### src/rtl/definitions_pkg.sv
// Shared types and constants for the operand loader and its multiplier.
package definitions_pkg;

  // Signed 8-bit operand as seen on the board switches and the multiplier ports.
  typedef logic signed [7:0] int8_t;

  // Coarse state of the multiplier datapath this loader feeds.
  typedef enum logic [1:0] {
    IDLE = 2'd0,
    MULT = 2'd1
  } state_e;

  // Loader sequencing states; the encoding is driven straight onto the LEDs.
  typedef enum logic [2:0] {
    LOAD_MC   = 3'd0,
    LOAD_MP   = 3'd1,
    ARM       = 3'd2,
    START     = 3'd3,
    WAIT_ACK  = 3'd4,
    WAIT_DONE = 3'd5
  } loader_state_e;

  // Cycles to wait for the multiplier to drop ready before declaring the start lost.
  localparam int LOADER_ACK_TIMEOUT = 256;
  localparam int ACK_CNT_W          = $clog2(LOADER_ACK_TIMEOUT);

endpackage

### src/rtl/operand_loader_btn_debounce.sv
// Pushbutton front end: 2-flop synchronizer, optional debounce filter and
// rising-edge detector producing a one-cycle press pulse.
// Optional filter enabled by defining OPERAND_LOADER_DEBOUNCE_EN.
module btn_debounce #(
  parameter int DEBOUNCE_CYCLES = 50000
) (
  input  logic clk,
  input  logic rst,
  input  logic i_btn,
  output logic o_press
);

  logic       sync1;
  logic       sync2;
  logic [1:0] fill;   // marks when sync2 holds a real sample rather than its reset value
  logic       level;  // filtered button level
  logic       prev;
  logic       armed;  // set once the button has been seen released after reset

  // Two-stage synchronizer for the asynchronous button input.
  always_ff @(posedge clk or negedge rst) begin
    if (!rst) begin
      sync1 <= 1'b0;
      sync2 <= 1'b0;
      fill  <= 2'b00;
    end else begin
      // NOTE: non-blocking so each flop samples the previous stage's old value.
      sync1 <= i_btn;
      sync2 <= sync1;
      fill  <= {fill[0], 1'b1};
    end
  end

`ifdef OPERAND_LOADER_DEBOUNCE_EN
  localparam int CNT_W = $clog2(DEBOUNCE_CYCLES + 1);

  logic [CNT_W-1:0] cnt;

  // Accept a new level only after DEBOUNCE_CYCLES consecutive differing samples.
  always_ff @(posedge clk or negedge rst) begin
    if (!rst) begin
      level <= 1'b0;
      cnt   <= '0;
    end else if (sync2 == level) begin
      cnt <= '0;
    end else if (cnt == CNT_W'(DEBOUNCE_CYCLES - 1)) begin
      level <= sync2;
      cnt   <= '0;
    end else begin
      cnt <= cnt + CNT_W'(1);
    end
  end
`else
  // No filter: the synchronized level is used as is; the parameter folds away.
  assign level = sync2 | (DEBOUNCE_CYCLES < 0);
`endif

  // Edge detector, held off until a genuine released level has been observed.
  always_ff @(posedge clk or negedge rst) begin
    if (!rst) begin
      prev  <= 1'b0;
      armed <= 1'b0;
    end else begin
      prev <= level;
      if (fill[1] && !sync2 && !level) armed <= 1'b1;
    end
  end

  assign o_press = level & ~prev & armed;

endmodule

### src/rtl/operand_loader.sv
// Loads two signed operands from the switches on successive button presses,
// then issues a one-cycle start to the multiplier and tracks it to completion.
// Optional button debounce enabled by defining OPERAND_LOADER_DEBOUNCE_EN.
module operand_loader
  import definitions_pkg::*;
#(
  parameter int DEBOUNCE_CYCLES = 50000
) (
  input  logic          clk,
  input  logic          rst,
  input  int8_t         i_switches,
  input  logic          i_btn_load,
  input  logic          i_rdy,
  output int8_t         o_multiplicand,
  output int8_t         o_multiplier,
  output logic          o_start,
  output logic          o_busy,
  output loader_state_e o_stage
);

  localparam logic [ACK_CNT_W-1:0] ACK_LAST = ACK_CNT_W'(LOADER_ACK_TIMEOUT - 1);

  logic                 press;
  logic [ACK_CNT_W-1:0] ack_cnt;

  btn_debounce #(
    .DEBOUNCE_CYCLES(DEBOUNCE_CYCLES)
  ) u_btn (
    .clk    (clk),
    .rst    (rst),
    .i_btn  (i_btn_load),
    .o_press(press)
  );

  // Sequencing FSM; state and all outputs are registered.
  always_ff @(posedge clk or negedge rst) begin
    if (!rst) begin
      o_stage        <= LOAD_MC;
      o_multiplicand <= '0;
      o_multiplier   <= '0;
      o_start        <= 1'b0;
      o_busy         <= 1'b0;
      ack_cnt        <= '0;
    end else begin
      case (o_stage)
        LOAD_MC: begin
          if (press) begin
            o_multiplicand <= i_switches;
            o_stage        <= LOAD_MP;
          end
        end
        LOAD_MP: begin
          if (press) begin
            o_multiplier <= i_switches;
            o_stage      <= ARM;
          end
        end
        ARM: begin
          // A press while the multiplier is still busy is simply discarded.
          if (press && i_rdy) begin
            o_stage <= START;
            o_start <= 1'b1;
            o_busy  <= 1'b1;
          end
        end
        START: begin
          o_start <= 1'b0;
          ack_cnt <= '0;
          o_stage <= WAIT_ACK;
        end
        WAIT_ACK: begin
          if (!i_rdy) begin
            o_stage <= WAIT_DONE;
          end else if (ack_cnt == ACK_LAST) begin
            // Multiplier never acknowledged the start: give up and reload.
            o_stage <= LOAD_MC;
            o_busy  <= 1'b0;
          end
          if (ack_cnt != '1) ack_cnt <= ack_cnt + ACK_CNT_W'(1);
        end
        WAIT_DONE: begin
          if (i_rdy) begin
            o_stage <= LOAD_MC;
            o_busy  <= 1'b0;
          end
        end
        default: begin
          o_stage <= LOAD_MC;
          o_start <= 1'b0;
          o_busy  <= 1'b0;
        end
      endcase
    end
  end

endmodule

### config.mk
export PLATFORM = sky130hd
export DESIGN_NAME = operand_loader
export DESIGN_NICKNAME = d
export VERILOG_FILES = /design/src/rtl/definitions_pkg.sv /design/src/rtl/operand_loader_btn_debounce.sv /design/src/rtl/operand_loader.sv
export SDC_FILE = /design/constraint.sdc
export NUM_CORES = 1
export LEC_CHECK = 0
export ABC_AREA = 1
export CAP_MARGIN = 30
export CORE_UTILIZATION = 40
export DETAILED_ROUTE_END_ITERATION = 6
export PLACE_DENSITY = 0.71
export SLEW_MARGIN = 25
export SYNTH_ARGS = -nofsm -noshare
export SYNTH_HDL_FRONTEND = slang
export SYNTH_SLANG_ARGS = --single-unit
### constraint.sdc
create_clock -name clk -period 2.1 [get_ports clk]
set_clock_uncertainty 0.05 [all_clocks]
set_input_delay 0.315 -clock clk [delete_from_list [all_inputs] [get_ports clk]]
set_output_delay 0.315 -clock clk [all_outputs]
set_load 0.02 [all_outputs]
==> results of run 1 <==
-- cell families after synthesis --
family / count (synthesis)
and+or+nand+nor: 85
adders and majority gates: 1
DFF: 35
AOI/OAI and AO/OA: 28
buffers and inverters: 29
other: 1
xor gates and xnor gates: 2
-- stage by stage --
step	setup slack [ns]	instances	instance area, um^2	util, %	hold slack [ns]
3_3_place_gp	0.5153	260	1923	52.14	0.2826
6_report	0.2750	268	2044	55.43	0.3117
4_1_cts	0.2631	268	2044	55.43	0.3098
5_1_grt	0.2392	268	2044	55.43	0.3213
3_5_place_dp	0.4988	260	1923	52.14	0.2942
2_1_floorplan	0.6943	181	1545	-	-0.03059
-- synthesized netlist by cell type (2+ instances only) --
library cell,number
nor2_1,11
xnor2_1,2
buf_2,2
nand3_1,18
dfrtp_1,35
nand2_1,51
inv_1,25
inv_2,2
nand4_1,2
o21ai_0,21
o21ai_1,3
-- worst min path at each step --
stage | from | end | slack, ns | depth (start not counted)
CTS | u_btn.fill[0]$_DFF_PN0_ | u_btn.fill[1]$_DFF_PN0_ | 0.31 | 0
global placement | u_btn.fill[0]$_DFF_PN0_ | u_btn.fill[1]$_DFF_PN0_ | 0.28 | 0
finish | u_btn.fill[0]$_DFF_PN0_ | u_btn.fill[1]$_DFF_PN0_ | 0.31 | 0
floorplan | rst | ack_cnt[0]$_DFFE_PN0P_ | -0.03 | 0
detailed placement | u_btn.fill[0]$_DFF_PN0_ | u_btn.fill[1]$_DFF_PN0_ | 0.29 | 0
global route | u_btn.fill[0]$_DFF_PN0_ | u_btn.fill[1]$_DFF_PN0_ | 0.32 | 0
-- power by group through the flow --
| stage | registers, mW | logic, mW | clock network, mW |
|---|---|---|---|
| after floorplan | 1.28 | 0.393 | 0 |
| after global placement | 1.07 | 1.10 | 0 |
| after detailed placement | 1.07 | 1.12 | 0 |
| after CTS | 1.07 | 1.12 | 0.655 |
| after global routing | 1.10 | 1.23 | 0.689 |
| final | 1.07 | 1.11 | 0.641 |
-- placed cells by master (no fill, tap or decap), types with 2 or more instances in the layout --
cell type / instances
o21ai_1: 3
inv_1: 25
nor2_1: 11
nand3_1: 18
nand4_1: 2
nand2_1: 51
dfrtp_1: 35
clkbuf_8: 6
clkdlybuf4s50_1: 32
xnor2_1: 2
o21ai_0: 21
inv_2: 2
-- routing by layer --
layer	up-vias	global-route usage (%)	routed length, um
li1	648	-	-
met1	576	20.72	1428
met5	-	0	0
met3	7	6.786	218
met4	0	5.833	40
met2	31	26.99	1332
-- cell type report --
cell class | instances | area [um^2]
clock buffers | 6 | 82.58
clock inverters | 2 | 38.79
fillers | 342 | 1644
inverters | 27 | 101.3
multi-input cells | 117 | 558.0
flip-flops and latches | 35 | 875.8
well taps | 48 | 60.06
repair buffers | 33 | 327.8
-- state kept, by name (all words and copies together) (netlist names) --
register	cells
u_btn.sync1	1
ack_cnt	8
o_stage	3
o_busy	1
o_multiplier	8
o_multiplicand	8
o_start	1
u_btn.prev	1
u_btn.level	1
u_btn.fill	2
u_btn.armed	1
==> reports/summary.txt, run 1 <==
Run status - completed
First-pass GRT wire length - 5.195 mm
Main area contributors after synthesis - dfrtp_1 (57%), nand2_1 (12%), o21ai_0 (6.8%), inv_1 (6.1%), nand3_1 (5.8%)
Total CTS buffers - 5
Initial antenna violation count - 0
Area growth, synth to finish - 32.31%
Fraction of layout cells with a size suffix above 1 - 6.818%
Fmax - 548.0 MHz
Synth Area in Simple Gates - 23.48%
Syn nets - 194
Final RePlAce weighted congestion - 0.7971
Reg2reg start - ack_cnt[0]$_DFFE_PN0P_
Site Rows - 22
Finish-stage setup viols - 0
Crit Path Category - flop to output pin
Critical-path top delay cell - clkdlybuf4s50_1
All-layer global routing usage - 16.90%
CP Capture Point - o_stage[0]
Min cycle time layout - 1.825 ns
DR vias - 1262
Hold Vio Cnt, Final - 0
Area share of the largest cell type after synthesis - 56.68%
DRC violations left - 0
Hold buffer count at cts - 0
Sw power - 1.036 mW
Largest net degree at the start of global routing - 36
Largest family of logic cells by synthesized area - simple AND/OR/NAND/NOR gates
Synth unique cells - 20
Total Wirelength - 3.020 mm
Pwr Density - 1379 mW/mm^2
Top delay family on crit path - buffers and inverters
Worst Setup SP - o_stage[0]$_DFFE_PN0P_
Post-synthesis compound-gate area fraction - 10.45%
Adder-Cell Fraction of Synth Area - 0.8097%
CTS Buffer Depth - 2
Die width - 64.16 um
P_int - 1.783 mW
Setup TNS - 0 ns
Yosys Warn Count - 0
# resized after CTS - 0
Die Y - 64.16 um
Total gr overflow - 0
Pleak - 0.9984 nW
Post-synthesis cell count - 181
Clk sink count - 35
Die outline area - 0.004116 mm^2
Vias per inst - 4.709
R2R Setup Slk - 0.48 ns
Data required time of the critical path - 1.74 ns
Post-CTS Setup Bufs - 0
Nets - 232
Pwr Total - 2.818 mW
Path length in cells of the critical path - 1
Starting density of the core - 41.89%
Average cell area after synthesis - 8.537 um^2
Fin crit share - 86.90%
CP max stage delay - 0.66 ns
Core area - 0.003689 mm^2
Num ports - 33
CTS tree - yes
Seq/Total Area, Yosys - 56.68%
Startpoint Class - flop
Crit-path cells - clkdlybuf4s50_1
Critical path buffers and inverters - 1
Antenna Nets Post-Route - 0
Peak supply drop - 0.7700 mV
PortBufs - 32
Max_cap viols - 0
Fin. max-slew vios - 0
Clk pwr share - 22.7%
First DRT Iteration DRCs - 78
Clk pin slew, worst setup/hold paths - 0.07 ns
Clk root buf - clkbuf_8
Worst relative slew slack - 65.34%
Slew at the pin closest to its max-slew limit - 0.5185 ns
DRT Pass-1 Iters - 4
Mux cell area share after synthesis - 0%
Xor/xnor share of the synthesized area - 1.134%
Flop pwr share - 37.9%
Ys async rst share - 100.0%
Sw frac - 36.75%
Synth Register Bits - 35
Worst Hold Class - flop to flop
Inserted Diodes - 0
EDFF count, synth - 0
Drt wl/cell - 11.27 um
Worst R2R Path Depth - 6
Worst Setup End Kind - output pin
Vias in the first global route - 1172
Worst r2r dst - ack_cnt[5]$_DFFE_PN0P_
Worst-path maximum fanout - 8
Arrival time worst endpoint - 1.46 ns
Syn Std Cell Area - 0.001545 mm^2
Clock latency on the worst-skew pair - 0.29 ns
Primary FF master, synth - dfrtp_1
H-tree depth - 2
Combinational group share of total power - 39.3%
Yosys top cell by area - dfrtp_1
RSZ-0062 raised after global routing - no
Hpwl dp - 2.158 mm
Note: power is estimated with default switching activity, not from simulation.
==> run 2, diff against run 1 <==
CORE_ASPECT_RATIO = 0.7   (was default)
CORE_MARGIN = 3   (was default)
==> run 2 against run 1 <==
  * Flip-flop and latch count stayed put
  * Core utilization hardly changed
  * Via count is 0.40% lower
  * Final area is 1.8% lower
  * Critical path depth stayed put
  * Sequential power hardly changed
  * Power is 6.1% lower
  * Die area is 13% higher
  * Clock-buffer cell count is 1 lower
  * Sequential share of layout area is 0.77 points higher
  * Worst setup slack better by 0.0029 ns
  * Combinational power hardly changed
==> reports/summary.txt, run 2 (synthesis gave the netlist of run 1 again) <==
Initial antenna violation count - 0
Worst Setup End Kind - output pin
Hold Vio Cnt, Final - 0
Die outline area - 0.004657 mm^2
CTS Buffer Depth - 2
Pleak - 0.9806 nW
PortBufs - 32
Clock latency on the worst-skew pair - 0.29 ns
Inserted Diodes - 0
Num ports - 33
First DRT Iteration DRCs - 111
Starting density of the core - 42.62%
Total Wirelength - 3.146 mm
Met3 Routed Length - 340 um
Finish-stage setup viols - 0
Drt wl/cell - 11.70 um
Run status - completed
Pwr Density - 1318 mW/mm^2
Data required time of the critical path - 1.74 ns
Peak supply drop - 0.7834 mV
Startpoint Class - flop
Hpwl dp - 2.335 mm
Critical path buffers and inverters - 1
Fin crit share - 86.76%
Crit-path cells - clkdlybuf4s50_1
Clk sink count - 35
First-pass GRT wire length - 5.630 mm
Worst-path maximum fanout - 6
CP max stage delay - 0.66 ns
Slew at the pin closest to its max-slew limit - 0.5230 ns
CTS tree - yes
Area growth, synth to finish - 29.96%
Final RePlAce weighted congestion - 0.8594
Post-CTS Setup Bufs - 0
Die Y - 58 um
Min cycle time layout - 1.822 ns
Fin. max-slew vios - 0
Total gr overflow - 0
Worst hold slack - 0.2991 ns
Crit Path Category - flop to output pin
DR top layer - met4
Largest net degree at the start of global routing - 36
Most frequent cells in the layout - nand2_1 (51), dfrtp_1 (35), clkdlybuf4s50_1 (32)
Total CTS buffers - 5
Core area - 0.003626 mm^2
All-layer global routing usage - 15.92%
Worst Hold Class - flop to flop
Vias in the first global route - 1260
Antenna Nets Post-Route - 0
Setup TNS - 0 ns
# resized after CTS - 0
Clk pin slew, worst setup/hold paths - 0.07 ns
Top delay family on crit path - buffers and inverters
Worst relative slew slack - 65.03%
Commonest non-fill, non-tap cell in the layout - nand2_1
Fillers - 328
Biggest regs - ack_cnt x8, o_multiplicand x8, o_multiplier x8
Clk root buf - clkbuf_8
H-tree depth - 2
DRC violations left - 0
Nets - 232
Die width - 80.29 um
Fraction of layout cells with a size suffix above 1 - 6.393%
RSZ-0062 raised after global routing - no
Hold buffer count at cts - 0
Met1 WL - 1.474 mm
Arrival time worst endpoint - 1.46 ns
Site Rows - 18
Vias per inst - 4.673
Fmax - 548.8 MHz
Max_cap viols - 0
Critical-path top delay cell - clkdlybuf4s50_1
DR vias - 1257
Metal2 WL - 1.276 mm
DRT Pass-1 Iters - 4
[run 2: cell count changes in the layout (fill, tap and decap cells not counted), sizes merged]
cell	delta
clkinv	+2
bufinv	-1
clkbuf	-1
inv	-1
[run 2: layout make-up]
cell class                 count  area (um^2)  area share, %
sequential                    35        875.8          43.61
clock buffer                   5        68.82          3.427
tap                           50        62.56          3.115
inverter                      27        101.3          5.047
clock inverter                 2        13.76         0.6854
multi-input combinational    117        558.0          27.79
timing repair buffer          33        327.8          16.32
[run 2: stage by stage]
step / utilization (%) / cell area [um^2] / worst slack (ns) / std cells / power (mW)
finish: 55.38 / 2008 / 0.2780 / 269 / 2.647
global placement: 53.11 / 1926 / 0.5240 / 262 / 2.182
floorplan: - / 1545 / 0.6943 / 181 / 1.670
CTS: 55.38 / 2008 / 0.2723 / 269 / 2.678
detailed placement: 53.11 / 1926 / 0.4737 / 262 / 2.195
global route: 55.38 / 2008 / 0.2298 / 269 / 2.848
[run 2: power by group]
group	switching, mW	internal [mW]
Sequential	0.173	0.890
Combinational	0.618	0.503
Clock	0.237	0.226
[run 2: path summary, 6_finish.rpt]
path | startpoint | cells after the start | end | slack (ns)
min in group asynchronous | rst | 2 | o_stage[1]$_DFFE_PN0P_ | 0.38
min | u_btn.fill[0]$_DFF_PN0_ | 0 | u_btn.fill[1]$_DFF_PN0_ | 0.30
max in group asynchronous | rst | 2 | o_multiplier[6]$_DFFE_PN0P_ | 1.32
max reg2reg | ack_cnt[0]$_DFFE_PN0P_ | 6 | ack_cnt[7]$_DFFE_PN0P_ | 0.47
max | o_stage[2]$_DFFE_PN0P_ | 1 | o_stage[2] | 0.28
min reg2reg | u_btn.fill[0]$_DFF_PN0_ | 0 | u_btn.fill[1]$_DFF_PN0_ | 0.30
[run 2: routing by layer]
metal  global-route usage (%)  vias up
met5                        0        -
met1                    21.82      545
met2                    21.46       57
met3                    8.540        9
li1                         -      646
met4                    5.301        0
==> run 3, diff against run 2 <==
clock period = 2.3 ns   (was 2.1 ns; I/O delays follow)
==> run 3 against run 2 <==
  * Via count decreased by 1.8%
  * Clock power increased by 15%
  * Largest cell class unchanged
  * Highest routed layer unchanged
  * Sequential share of layout area decreased by 0.51 points
  * Sequential power decreased by 8%
  * Hold slack improved by 0.00050 ns
  * Combinational power decreased by 9%
==> reports/summary.txt, run 3 (synthesis gave the netlist of run 1 again) <==
Run status - completed
Min cycle time layout - 1.850 ns
Die Y - 58 um
Antenna Nets Post-Route - 0
CP max stage delay - 0.67 ns
Worst Setup End Kind - output pin
Vias in the first global route - 1171
Crit-path cells - clkdlybuf4s50_1
Critical-path top delay cell - clkdlybuf4s50_1
Clk pwr share - 21.2%
Hpwl dp - 2.239 mm
DRC violations left - 0
First-pass GRT wire length - 5.513 mm
Setup TNS - 0 ns
Top delay family on crit path - buffers and inverters
Total gr overflow - 0
Hold buffer count at cts - 0
Core area - 0.003626 mm^2
Max_cap viols - 0
First DRT Iteration DRCs - 92
Slew at the pin closest to its max-slew limit - 0.5364 ns
Clock latency on the worst-skew pair - 0.28 ns
Fmax - 540.5 MHz
Clk sink count - 35
# resized after CTS - 0
Worst-path maximum fanout - 8
Die width - 80.29 um
Drt wl/cell - 11.45 um
Inserted Diodes - 0
Commonest non-fill, non-tap cell in the layout - nand2_1
Site Rows - 18
Peak supply drop - 0.7150 mV
DRT Pass-1 Iters - 4
Startpoint Class - flop
Total CTS buffers - 5
Clk pin slew, worst setup/hold paths - 0.07 ns
Largest net degree at the start of global routing - 36
Arrival time worst endpoint - 1.46 ns
Worst relative slew slack - 64.14%
Biggest regs - ack_cnt x8, o_multiplicand x8, o_multiplier x8
Final RePlAce weighted congestion - 0.8545
Combinational group share of total power - 40.3%
Data required time of the critical path - 1.90 ns
Pwr Density - 1240 mW/mm^2
Die outline area - 0.004657 mm^2
RSZ-0062 raised after global routing - no
Fillers - 350
Worst Hold Class - flop to flop
Finish-stage setup viols - 0
Fin. max-slew vios - 0
Flop pwr share - 38.5%
Total Wirelength - 3.081 mm
PortBufs - 32
H-tree depth - 2
Vias per inst - 4.591
Nets - 232
Hold Vio Cnt, Final - 0
Num ports - 33
CTS Buffer Depth - 2
Starting density of the core - 42.62%
DR vias - 1235
Crit Path Category - flop to output pin
P_int - 1.588 mW
Final Util - 56.04%
Critical path buffers and inverters - 1
Post-CTS Setup Bufs - 0
Most frequent cells in the layout - nand2_1 (51), dfrtp_1 (35), clkdlybuf4s50_1 (32)
Pleak - 0.9868 nW
Initial antenna violation count - 0
Area growth, synth to finish - 31.50%
Sw power - 932.8 uW
Fin crit share - 80.44%
Clk root buf - clkbuf_8
Sw frac - 37.01%
All-layer global routing usage - 15.82%
CTS tree - yes
Fraction of layout cells with a size suffix above 1 - 6.393%
## run 3: cell types whose count changed in the layout (fill, tap and decap cells not counted), sizes merged
cell / before / now
bufinv: 0 / 1
clkinv: 2 / 0
clkinvlp: 0 / 1
## run 3: area by class of cell
type	count	area, um^2	share of cell area [%]
Sequential cell	35	875.8	43.10
Multi-Input combinational cell	117	558.0	27.46
Clock inverter	2	37.54	1.847
Inverter	27	101.3	4.988
Tap cell	50	62.56	3.079
Timing Repair Buffer	33	327.8	16.13
Clock buffer	5	68.82	3.387
## run 3: worst paths after layout
check	cells past startpoint	from	slack, ns	endpoint
hold reg to reg	0	u_btn.fill[0]$_DFF_PN0_	0.30	u_btn.fill[1]$_DFF_PN0_
hold / removal	0	u_btn.fill[0]$_DFF_PN0_	0.30	u_btn.fill[1]$_DFF_PN0_
setup / recovery	1	o_stage[0]$_DFFE_PN0P_	0.45	o_stage[0]
min in group asynchronous	2	rst	0.42	o_busy$_DFFE_PN0P_
max in group asynchronous	2	rst	1.47	o_multiplicand[4]$_DFFE_PN0P_
setup reg to reg	6	ack_cnt[0]$_DFFE_PN0P_	0.68	ack_cnt[7]$_DFFE_PN0P_
## run 3: layer usage
metal,vias to the layer above,global-route usage [%],routed length [um]
li1,647,-,-
met1,545,23.10,1584
met2,39,20.17,1206
met3,4,6.988,259
met4,0,6.506,31
met5,-,0,0
## run 3: through the flow
| stage | setup WS (ns) | cells | power, mW | hold slack (ns) | area [um^2] |
|---|---|---|---|---|---|
| final | 0.4498 | 269 | 2.520 | 0.2996 | 2032 |
| after global routing | 0.3947 | 269 | 2.714 | 0.3253 | 2032 |
| after CTS | 0.4376 | 269 | 2.548 | 0.3012 | 2032 |
| after detailed placement | 0.6841 | 262 | 2.001 | 0.2847 | 1926 |
| after global placement | 0.6934 | 262 | 1.993 | 0.2840 | 1926 |
| after floorplan | 0.8943 | 181 | 1.524 | -0.0005911 | 1545 |
## run 3: power by group through the flow
stage	logic [mW]	registers (mW)	clock network (mW)
after floorplan	0.359	1.17	0
after global placement	1.02	0.976	0
after detailed placement	1.03	0.973	0
after CTS	1.03	0.970	0.548
after global routing	1.12	1.01	0.585
final	1.02	0.970	0.533
